File: config.mk
export PLATFORM = sky130hd
export DESIGN_NAME = n_bit_divider
export DESIGN_NICKNAME = d
export VERILOG_FILES = /design/src/rtl/n_bit_divider.sv
export SDC_FILE = /design/constraint.sdc
export NUM_CORES = 1
export LEC_CHECK = 0
export CAP_MARGIN = 20
export CORE_MARGIN = 4
export CORE_UTILIZATION = 52
export DETAILED_ROUTE_END_ITERATION = 6
export PLACE_DENSITY_LB_ADDON = 0.05
export SLEW_MARGIN = 20
export SYNTH_ARGS = -nofsm -noshare
export SYNTH_HDL_FRONTEND = slang
export SYNTH_SLANG_ARGS = --single-unit
File: constraint.sdc
create_clock -name clk -period 2.4 [get_ports clk]
set_clock_uncertainty 0.2 [all_clocks]
set_input_delay 0.48 -clock clk [delete_from_list [all_inputs] [get_ports clk]]
set_output_delay 0.48 -clock clk [all_outputs]
set_load 0.1 [all_outputs]
File: src/rtl/n_bit_divider.sv
// rtl/n_bit_divider.sv - radix-2 restoring unsigned divider, one quotient bit per clock
// Optional feature macro: DIVIDER_DBZ_CHECK_EN (early divide-by-zero completion with dbz flag)
module n_bit_divider #(
  parameter int DIVIDEND = 16,
  parameter int DIVISOR  = 8
) (
  input  logic                clk,
  input  logic                rst,
  input  logic                start,
  input  logic [DIVIDEND-1:0] dividend,
  input  logic [DIVISOR-1:0]  divisor,
  output logic                busy,
  output logic                done,
  output logic [DIVIDEND-1:0] quotient,
  output logic [DIVISOR-1:0]  remainder,
  output logic                dbz
);

  // Counter wide enough to hold DIVIDEND-1 even when DIVIDEND is 1.
  localparam int CW = $clog2(DIVIDEND + 1);

`ifdef DIVIDER_DBZ_CHECK_EN
  // ZERO is a one-cycle stand-in for RUN when the divisor is zero.
  typedef enum logic [1:0] {IDLE, RUN, ZERO} state_t;
`else
  typedef enum logic [0:0] {IDLE, RUN} state_t;
`endif

  state_t state, state_next;

  // shreg starts as the dividend; dividend bits leave at the top while
  // quotient bits enter at the bottom, so after DIVIDEND steps it is the quotient.
  logic [DIVIDEND-1:0] shreg, shreg_next;
  logic [DIVISOR-1:0]  dvsr;
  logic [DIVISOR:0]    part, part_next;
  logic [DIVISOR:0]    shifted;
  logic [DIVISOR:0]    diff;
  logic                fits;
  logic [CW-1:0]       cnt;
  logic                last;
  logic                accept;

  assign accept = (state == IDLE) && start;
  assign last   = (cnt == CW'(DIVIDEND - 1));
  assign busy   = (state != IDLE);

  // One restoring step: shift in the next dividend bit, subtract if it fits.
  always_comb begin
    shifted    = {part[DIVISOR-1:0], shreg[DIVIDEND-1]};
    diff       = shifted - {1'b0, dvsr};
    fits       = (shifted >= {1'b0, dvsr});
    part_next  = fits ? diff : shifted;
    shreg_next = (shreg << 1) | DIVIDEND'(fits);
  end

  // State register.
  always_ff @(posedge clk or posedge rst) begin
    if (rst) begin
      state <= IDLE;
    end else begin
      state <= state_next;
    end
  end

  // Next-state logic; start is only looked at in IDLE, so requests while busy are dropped.
  always_comb begin
    state_next = state;
    case (state)
      IDLE: begin
        if (start) begin
`ifdef DIVIDER_DBZ_CHECK_EN
          state_next = (divisor == '0) ? ZERO : RUN;
`else
          state_next = RUN;
`endif
        end
      end
      RUN: begin
        if (last) begin
          state_next = IDLE;
        end
      end
`ifdef DIVIDER_DBZ_CHECK_EN
      ZERO: state_next = IDLE;
`endif
      default: state_next = IDLE;
    endcase
  end

  // Working registers: load on accept, iterate while running.
  always_ff @(posedge clk or posedge rst) begin
    if (rst) begin
      shreg <= '0;
      dvsr  <= '0;
      part  <= '0;
      cnt   <= '0;
    end else if (accept) begin
      shreg <= dividend;
      dvsr  <= divisor;
      part  <= '0;
      cnt   <= '0;
    end else if (state == RUN) begin
      shreg <= shreg_next;
      part  <= part_next;
      cnt   <= cnt + 1'b1;
    end
  end

  // Result registers only change at completion, so they hold steady mid-run.
  always_ff @(posedge clk or posedge rst) begin
    if (rst) begin
      done      <= 1'b0;
      quotient  <= '0;
      remainder <= '0;
`ifdef DIVIDER_DBZ_CHECK_EN
      dbz       <= 1'b0;
`endif
    end else begin
      done <= 1'b0;
      if ((state == RUN) && last) begin
        done      <= 1'b1;
        quotient  <= shreg_next;
        remainder <= part_next[DIVISOR-1:0];
`ifdef DIVIDER_DBZ_CHECK_EN
        dbz       <= 1'b0;
`endif
      end
`ifdef DIVIDER_DBZ_CHECK_EN
      // Same values the full iteration would give for a zero divisor.
      if (state == ZERO) begin
        done      <= 1'b1;
        quotient  <= '1;
        remainder <= shreg[DIVISOR-1:0];
        dbz       <= 1'b1;
      end
`endif
    end
  end

`ifndef DIVIDER_DBZ_CHECK_EN
  assign dbz = 1'b0;
`endif

endmodule

# Word level (Yosys, flattened, before mapping)
# Index checks and enable logic that the tools add are counted.
# W data, S select, Z words.
# classes
addsub	2
n_mul	0
div_mod_pow	0
magnitude_cmp	1
n_eq_ne	1
shifts	0
n_mux	11
n_bitwise	2
reduce_logical	3
# op_table
cell	n
$mux W16	2
$mux W8	3
$or A16 B1 Y16	1
$mux W5	2
$ge A9 B8 Y1	1
$sub A8 B8 Y8	1
$add A5 B1 Y5 const B	1
$eq A5 B4 Y1 const B	1
$mux W1	3
$logic_and A1 B1 Y1	2
$pmux W1 S2	1
$reduce_bool A2 Y1	1
$not A1 Y1	1
# word_totals
regBits	63
latch_bits	0
ramBits	0
romBits	0
in_bits	27
output_inout_bits	27
wordCells	28
n_memories	0

# Logic depth before layout (Yosys ltp)
# Gate-level depths: netlist (run 1).
# logic_depth
depth_word	4
depth_mapped	9
depth_no_buf	9

# Least setup slack after synthesis (run 1)
# Ideal clock, no wire load.
# synth_timing
path_type	flip-flop to flip-flop
start	reg shreg[15]
end	reg part[6]
setup_ns	0.118
arrival_time_ns	1.891
required_ns	2.082
path_slack_ns	0.191
path_stages_with_launch	10
path_buffers	0
synth_period_minus_slack_ns	2.209
cell_sequence	dfrtp_1 > inv_1 > ha_1 > inv_1 > fa_1 > a21o_1 > a221o_1 > a21oi_2 > xnor2_1 > a21o_1
# synth_via
elab_chain_cells	4
elab_cells_between_ends	5
cone_classes	1 x add/sub; 1 x order compare; 3 x mux
# synth_lines
item	line	source
start, declared	33	logic [DIVIDEND-1:0] shreg, shreg_next;
start signal, assigned	98	shreg <= dividend;
start signal, assigned	103	shreg <= shreg_next;
$sub A8 B8 Y8 / $ge A9 B8 Y1 (equally long branches)	50, 51	
$mux W8 (*)	52	part_next = fits ? diff : shifted;
$mux W8 (*)	102	end else if (state == RUN) begin
$mux W8 (*)	97	end else if (accept) begin
end signal, assigned	104	part <= part_next;
end, declared	35	logic [DIVISOR:0] part, part_next;
# Mark *: on every way between the ends. The rest lies on a longest branch, timed or not. The select of a mux whose other input is x is not followed.
# A chain may end at the register's enable or synchronous reset.

# Final worst setup path (run 1)
# Same ends and word-level chain as after synthesis.

==> flow_summary.ini, run 1 <==
[synth]
yosys_warnings = 0
syn_avg_cell_area_um2 = 10.8
async_reset_ff_frac = 1.00
syn-num-nets = 318
syn_area_um2 = 3020
synth_flop_cell = dfrtp_1
synth_edf_count = 0
synth_seq_cells = 63
ys_seq_area_frac = 0.523
synthCells = 280
synth_cell_type_count = 42

[run_status]
outcome = completed

[die]
start_util = 0.541
core_um2 = 5570
dieArea_um2 = 7080
fp-row-count = 27
die_y_um = 84.2
ios = 54
die_w_um = 84.2

[routing]
wl_per_cell_um = 14.5
vias = 2215
ant_nets = 0
drc_errors = 0
via_per_inst = 5.30
wl_mm = 6.06
first_iter_violations = 114
firstDrtPassIters = 4

[sta]
timing.setup.tns_ns = 0
min_period_ns = 2.29
hold_viol = 0
fin_crit_sh = 0.954
slew_viol_final = 0
rsz0062_at_grt = no
final-setup-viol-count = 0
max_freq_mhz = 437

[setup_path]
cp_slowest_stage_delay_ns = 0.38
critPathBufInv = 2
reg2regPathDepth = 9
endpoint_kind = flip-flop
crit_type = flip-flop to flip-flop
cp_num_cells = 9
arrival_ns = 2.31
cp_cell_sequence = inv_1, ha_1, inv_1, fa_2, a21o_1, a221o_1, a21oi_2, xnor2_1, a21o_1
critPathSlowestCell = dfrtp_1
crit_fanout = 3
startpoint_type = flip-flop
path_delay_family = compound AO/OA/AOI/OAI gates
required_ns = 2.42

[clocking]
path_clk_slew_ns = 0.06
clock_latency_ns = 0.33
tritoncts = yes
cts_sinks = 63
cts-htree-levels = 3
clock-root-buffer = clkbuf_8
cts.path.max_buffers = 2
cts_buffers = 9
cts_hold_buf = 0

[global_routing]
grtUsageTotal = 0.186
grt_pass1_vias = 2248
grt_antenna_before_repair = 0
grt-ovfl-total = 0
grt_max_degree = 64
grt_pass1_wl_mm = 10.6

[placed_design]
finalWeightedCongestion = 0.942
hpwl_mm = 4.32
port_buffers = 52
dp.cells = 400

[hold_path]
holdPathStages = 1
min_path_type = flip-flop to flip-flop

[layout]
stdcell_count = 418
final_core_util = 0.690
final_layout_size_suffix_gt1_frac = 0.225
area_growth_pct = 27.5
nFillCells = 457
n_antenna_cell = 0
nNetsFinal = 379

[job]
maxCapViolCount = 0
-- Yosys cell counts, types with 2 or more instances --
master | n | area share
and2_1 | 2 | 0.0041
a21o_1 | 4 | 0.010
nand2_1 | 41 | 0.051
mux2i_1 | 20 | 0.066
nand3_1 | 4 | 0.0066
xor2_1 | 3 | 0.0087
inv_1 | 16 | 0.020
dfrtp_1 | 63 | 0.52
clkbuf_1 | 6 | 0.0075
ha_1 | 10 | 0.041
mux2_2 | 16 | 0.060
o31ai_1 | 2 | 0.0050
o21ai_1 | 13 | 0.022
buf_2 | 6 | 0.010
a31oi_1 | 2 | 0.0041
xnor2_1 | 3 | 0.0087
nor2b_1 | 2 | 0.0041
nor2_1 | 8 | 0.010
a21oi_2 | 3 | 0.0087
o21ai_0 | 29 | 0.048
a21oi_1 | 5 | 0.0083
o21bai_1 | 2 | 0.0050
-- area by class of cell --
| class | count | area (um2) | area share |
|---|---|---|---|
| clock inverter | 3 | 65.1 | 0.0169 |
| multi-input combinational | 187 | 1310 | 0.341 |
| tap | 72 | 90.1 | 0.0234 |
| inverter | 16 | 60.1 | 0.0156 |
| timing repair buffer | 64 | 583 | 0.152 |
| sequential | 63 | 1580 | 0.410 |
| clock buffer | 13 | 159 | 0.0413 |
-- kinds of logic (layout without fill, tap and decap cells) --
logic type | count (synthesis) | count (layout) | synth area share
AOI/OAI and AO/OA | 68 | 68 | 0.139
xor gates and xnor gates | 6 | 6 | 0.0174
adders and majority gates | 11 | 11 | 0.0481
buffers and inverters | 30 | 96 | 0.0436
DFF | 63 | 63 | 0.523
muxes | 37 | 37 | 0.130
other | 1 | 1 | 0.00124
and+or+nand+nor | 64 | 64 | 0.0983
-- worst paths after layout --
check,start,endpoint,slack [ns]
hold / removal,quotient[0]$_DFFE_PP0P_,quotient[0]$_DFFE_PP0P_,0.29
min in group asynchronous,rst,quotient[11]$_DFFE_PP0P_,0.33
setup reg to reg,shreg[15]$_DFFE_PP0P_,part[6]$_DFFE_PP0P_,0.11
hold reg to reg,quotient[0]$_DFFE_PP0P_,quotient[0]$_DFFE_PP0P_,0.29
setup / recovery,shreg[15]$_DFFE_PP0P_,part[6]$_DFFE_PP0P_,0.11
max in group asynchronous,rst,remainder[0]$_DFFE_PP0P_,1.39
-- layer usage --
layer | wire length (um) | up-vias | global-route usage
li1 | - | 1087 | -
met1 | 2910 | 1068 | 0.271
met2 | 2720 | 55 | 0.267
met3 | 372 | 5 | 0.0422
met4 | 48 | 0 | 0.0775
met5 | 0 | - | 0
-- flip-flops by register name, summed over array words and instances (netlist names) --
| name | flops |
|---|---|
| cnt | 5 |
| done | 1 |
| part | 8 |
| remainder | 8 |
| busy | 1 |
| shreg | 16 |
| dvsr | 8 |
| quotient | 16 |
-- placed cells by master, fill, tap and decap left out, drive strengths merged, types with 2 or more instances in the layout --
cell type and n:
nor2b 3, o31ai 2, a31oi 2, dfrtp 63
mux2 17, ha 10, o21bai 2, clkdlybuf4s50 26
a21oi 9, nand2 41, xnor2 3, mux2i 20
and2 2, buf 38, nand3 4, xor2 3
o21ai 42, nand3b 2, a21o 4, clkbuf 13
bufinv 2, inv 16, nor2 8
-- repair_timing --
item | in CTS | in global routing
buffers inserted | 0 | 2
setup endpoints to repair | 0 | 2
resized for setup | 0 | 1
-- through the flow --
step | worst slack (ns) | hold WS [ns] | instance area [um2]
finish | 0.111 | 0.287 | 3840
global route | 0.0578 | 0.325 | 3840
global placement | 0.0928 | 0.267 | 3600
floorplan | 0.150 | 0.249 | 3020
CTS | 0.0418 | 0.289 | 3830
detailed placement | 0.0596 | 0.271 | 3600
Power of run 1 is left out: the tool's default activity adds up to more than one toggle a clock period on the data nets, which glitch-free logic cannot reach.
==> inputs of run 2 (changes only) <==
--- a/config.mk
+++ b/config.mk
@@ -9,6 +9,7 @@
 export CORE_MARGIN = 4
 export CORE_UTILIZATION = 52
 export DETAILED_ROUTE_END_ITERATION = 6
+export HOLD_SLACK_MARGIN = 0.06
 export PLACE_DENSITY_LB_ADDON = 0.05
 export SLEW_MARGIN = 20
 export SYNTH_ARGS = -nofsm -noshare
==> results of run 2 <==
The final DEF is identical to that of run 1; final timing and power are the same.
Power of run 2 is left out for the same reason.
==> variant: new RTL, flow settings as in run 1 <==
`DIVIDEND`: 16 -> 32.
--- a/src/rtl/n_bit_divider.sv
+++ b/src/rtl/n_bit_divider.sv
@@ -1,7 +1,7 @@
 // rtl/n_bit_divider.sv - radix-2 restoring unsigned divider, one quotient bit per clock
 // Optional feature macro: DIVIDER_DBZ_CHECK_EN (early divide-by-zero completion with dbz flag)
 module n_bit_divider #(
-  parameter int DIVIDEND = 16,
+  parameter int DIVIDEND = 32,
   parameter int DIVISOR  = 8
 ) (
   input  logic                clk,
Interface: changed (resized dividend and quotient); port bits go from 54 to 86. The function was not compared with the original's and may differ.
==> variant against run 1 <==
  * Sequential share of layout area rose by 1.9 points
  * Routed wire length grew 53%
  * Sequential cell count grew 33
  * First-iteration DRC count increased by 25%
  * Cell area increased by 46%
  * Synthesized area grew 45%
  * Count of clock-buffer cells in the layout fell by 3
  * Fmax decreased by 2.3%
  * Die area rose by 40%
  * Non-clock buffer count is 40 higher
  * Worst setup slack got worse by 54 ps
  * Critical path type unchanged
  * Critical endpoint is now remainder[2]
  * Largest cell class unchanged
  * Highest routed layer unchanged
Power is left out: the tool's default activity adds up to more than one toggle a clock period on the data nets, which glitch-free logic cannot reach.
==> variant: results (changes against run 1) <==
Critical path
  – Critical Path Source: dvsr[6] (was shreg[15])
  – Worst Setup End Kind: flip-flop (unchanged)
  – Critical R2R Capture: remainder[2] (was part[6])
  – Slowest-stage cell, CP: dfrtp_1 (unchanged)
  – Reg2Reg Setup Slack: 60 ps (was 110 ps)
  – Register-to-Register Path Depth: 7 (was 9)
  – Critical Path Fanout Max: 3 (unchanged)
  – Worst EP arrival: 2380 ps (was 2310 ps)

Yosys
  – Ranking of synthesized cells by area: dfrtp_1 55%, mux2_2 8.8%, mux2i_1 8.0%, o21ai_0 5.7%, nand2_1 4.6% (was dfrtp_1 52%, mux2i_1 6.6%, mux2_2 6.0%, nand2_1 5.1%, o21ai_0 4.8%)
  – Ys async rst share: 100% (unchanged)
  – Post-Synthesis Net Count: 441 (was 318)
  – Seq/Total Area, Yosys: 55.1% (was 52.3%)
  – Synth warn: 0 (unchanged)
  – Commonest cells post-synth: 96 x dfrtp_1, 54 x nand2_1, 50 x o21ai_0 (was 63 x dfrtp_1, 41 x nand2_1, 29 x o21ai_0)
  – Cells after Synth: 388 (was 280)
  – Dominant synthesized flop cell: dfrtp_1 (unchanged)
  – Yosys cell types: 47 (was 42)

Layout
  – Diodes inserted: 0 (unchanged)
  – Biggest regs: quotient x32, shreg x32 (was quotient x16, shreg x16)
  – Nets: 536 (was 379)
  – Fraction of layout cells with a size suffix above 1: 25.6% (was 22.5%)
  – Fill count: 653 (was 457)

Route
  – Metal3 WL: 377 µm (was 372 µm)
  – Met2 WL post-DR: 4580 µm (was 2720 µm)
  – DRT iter0 DRCs: 142 (was 114)
  – WL/cell: 15.7 µm (was 14.5 µm)
  – Vias per inst: 5.27 (was 5.30)
  – Vias post-DR: 3128 (was 2215)
  – DRT met1 WL: 4230 µm (was 2910 µm)

CTS
  – Worst-skew pair later-pin latency: 360 ps (was 330 ps)
  – Post-CTS resize count: 0 (unchanged)
  – Clock Tree Root: clkbuf_8 (unchanged)
  – Clock transition at path regs: 90 ps (was 60 ps)

Global routing
  – Global-route wire length before repair: 15500 µm (was 10600 µm)
  – GRT met3 Usage: 3.65% (was 4.22%)
  – M2 GR Usage: 31.1% (was 26.7%)
  – Antenna violations before repair: 0 (unchanged)
  – Global-route met1 utilization: 27.0% (was 27.1%)
  – Largest net degree at the start of global routing: 97 (was 64)
  – GRT Total Usage: 19.4% (was 18.6%)
  – Vias in the first global route: 3203 (was 2248)

Min path
  – Hold EP: cnt[5] (was quotient[0])
  – Worst hold start: cnt[5] (was quotient[0])
  – Hold crit path type: reg -> reg (unchanged)
  – Min-Delay Path Depth: 1 (unchanged)

Timing
  – Hold WS: 302 ps (was 287 ps)
  – Relative slew slack: 65.7%
  – Worst Setup Slack, final: 57.0 ps (was 111 ps)

Place
  – Placed inst area: 5320 µm² (was 3600 µm²)
  – IO Port Bufs: 84 (was 52)
  – Place WS: 53.9 ps (was 59.6 ps)
  – Cell total after placement: 576 (was 400)
  – Hpwl dp: 6410 µm (was 4320 µm)
  – Placer Congestion: 0.859 (was 0.942)

Status
  – Status: finished clean (unchanged)
variant: cell types whose count changed after synthesis, sizes merged, moves of 3 or more:
cell and change:
mux2 +17, mux2i +15, o21ai +8, clkbuf +5
nor2 +6, a31oi +3, dfrtp +33, nand2 +13
and3 +3
variant: cell families (layout without fill, tap and decap cells):
family	after synthesis	count (layout)	share of synthesized area, %
AOI/OAI and AO/OA	86	86	11.8
xor gates and xnor gates	4	4	0.803
adders and majority gates	10	10	3.04
buffers and inverters	34	134	3.36
DFF	96	96	55.1
muxes	69	69	16.8
other	1	1	0.0860
and+or+nand+nor	88	88	9.01
variant: layout make-up:
cell class | count | area [µm²] | area share (%)
Inverter | 14 | 56.3 | 1.01
Sequential cell | 96 | 2400 | 42.9
Tap cell | 105 | 131 | 2.35
Timing Repair Buffer | 104 | 918 | 16.4
Clock inverter | 6 | 103 | 1.83
Clock buffer | 10 | 138 | 2.46
Multi-Input combinational cell | 258 | 1850 | 33.0
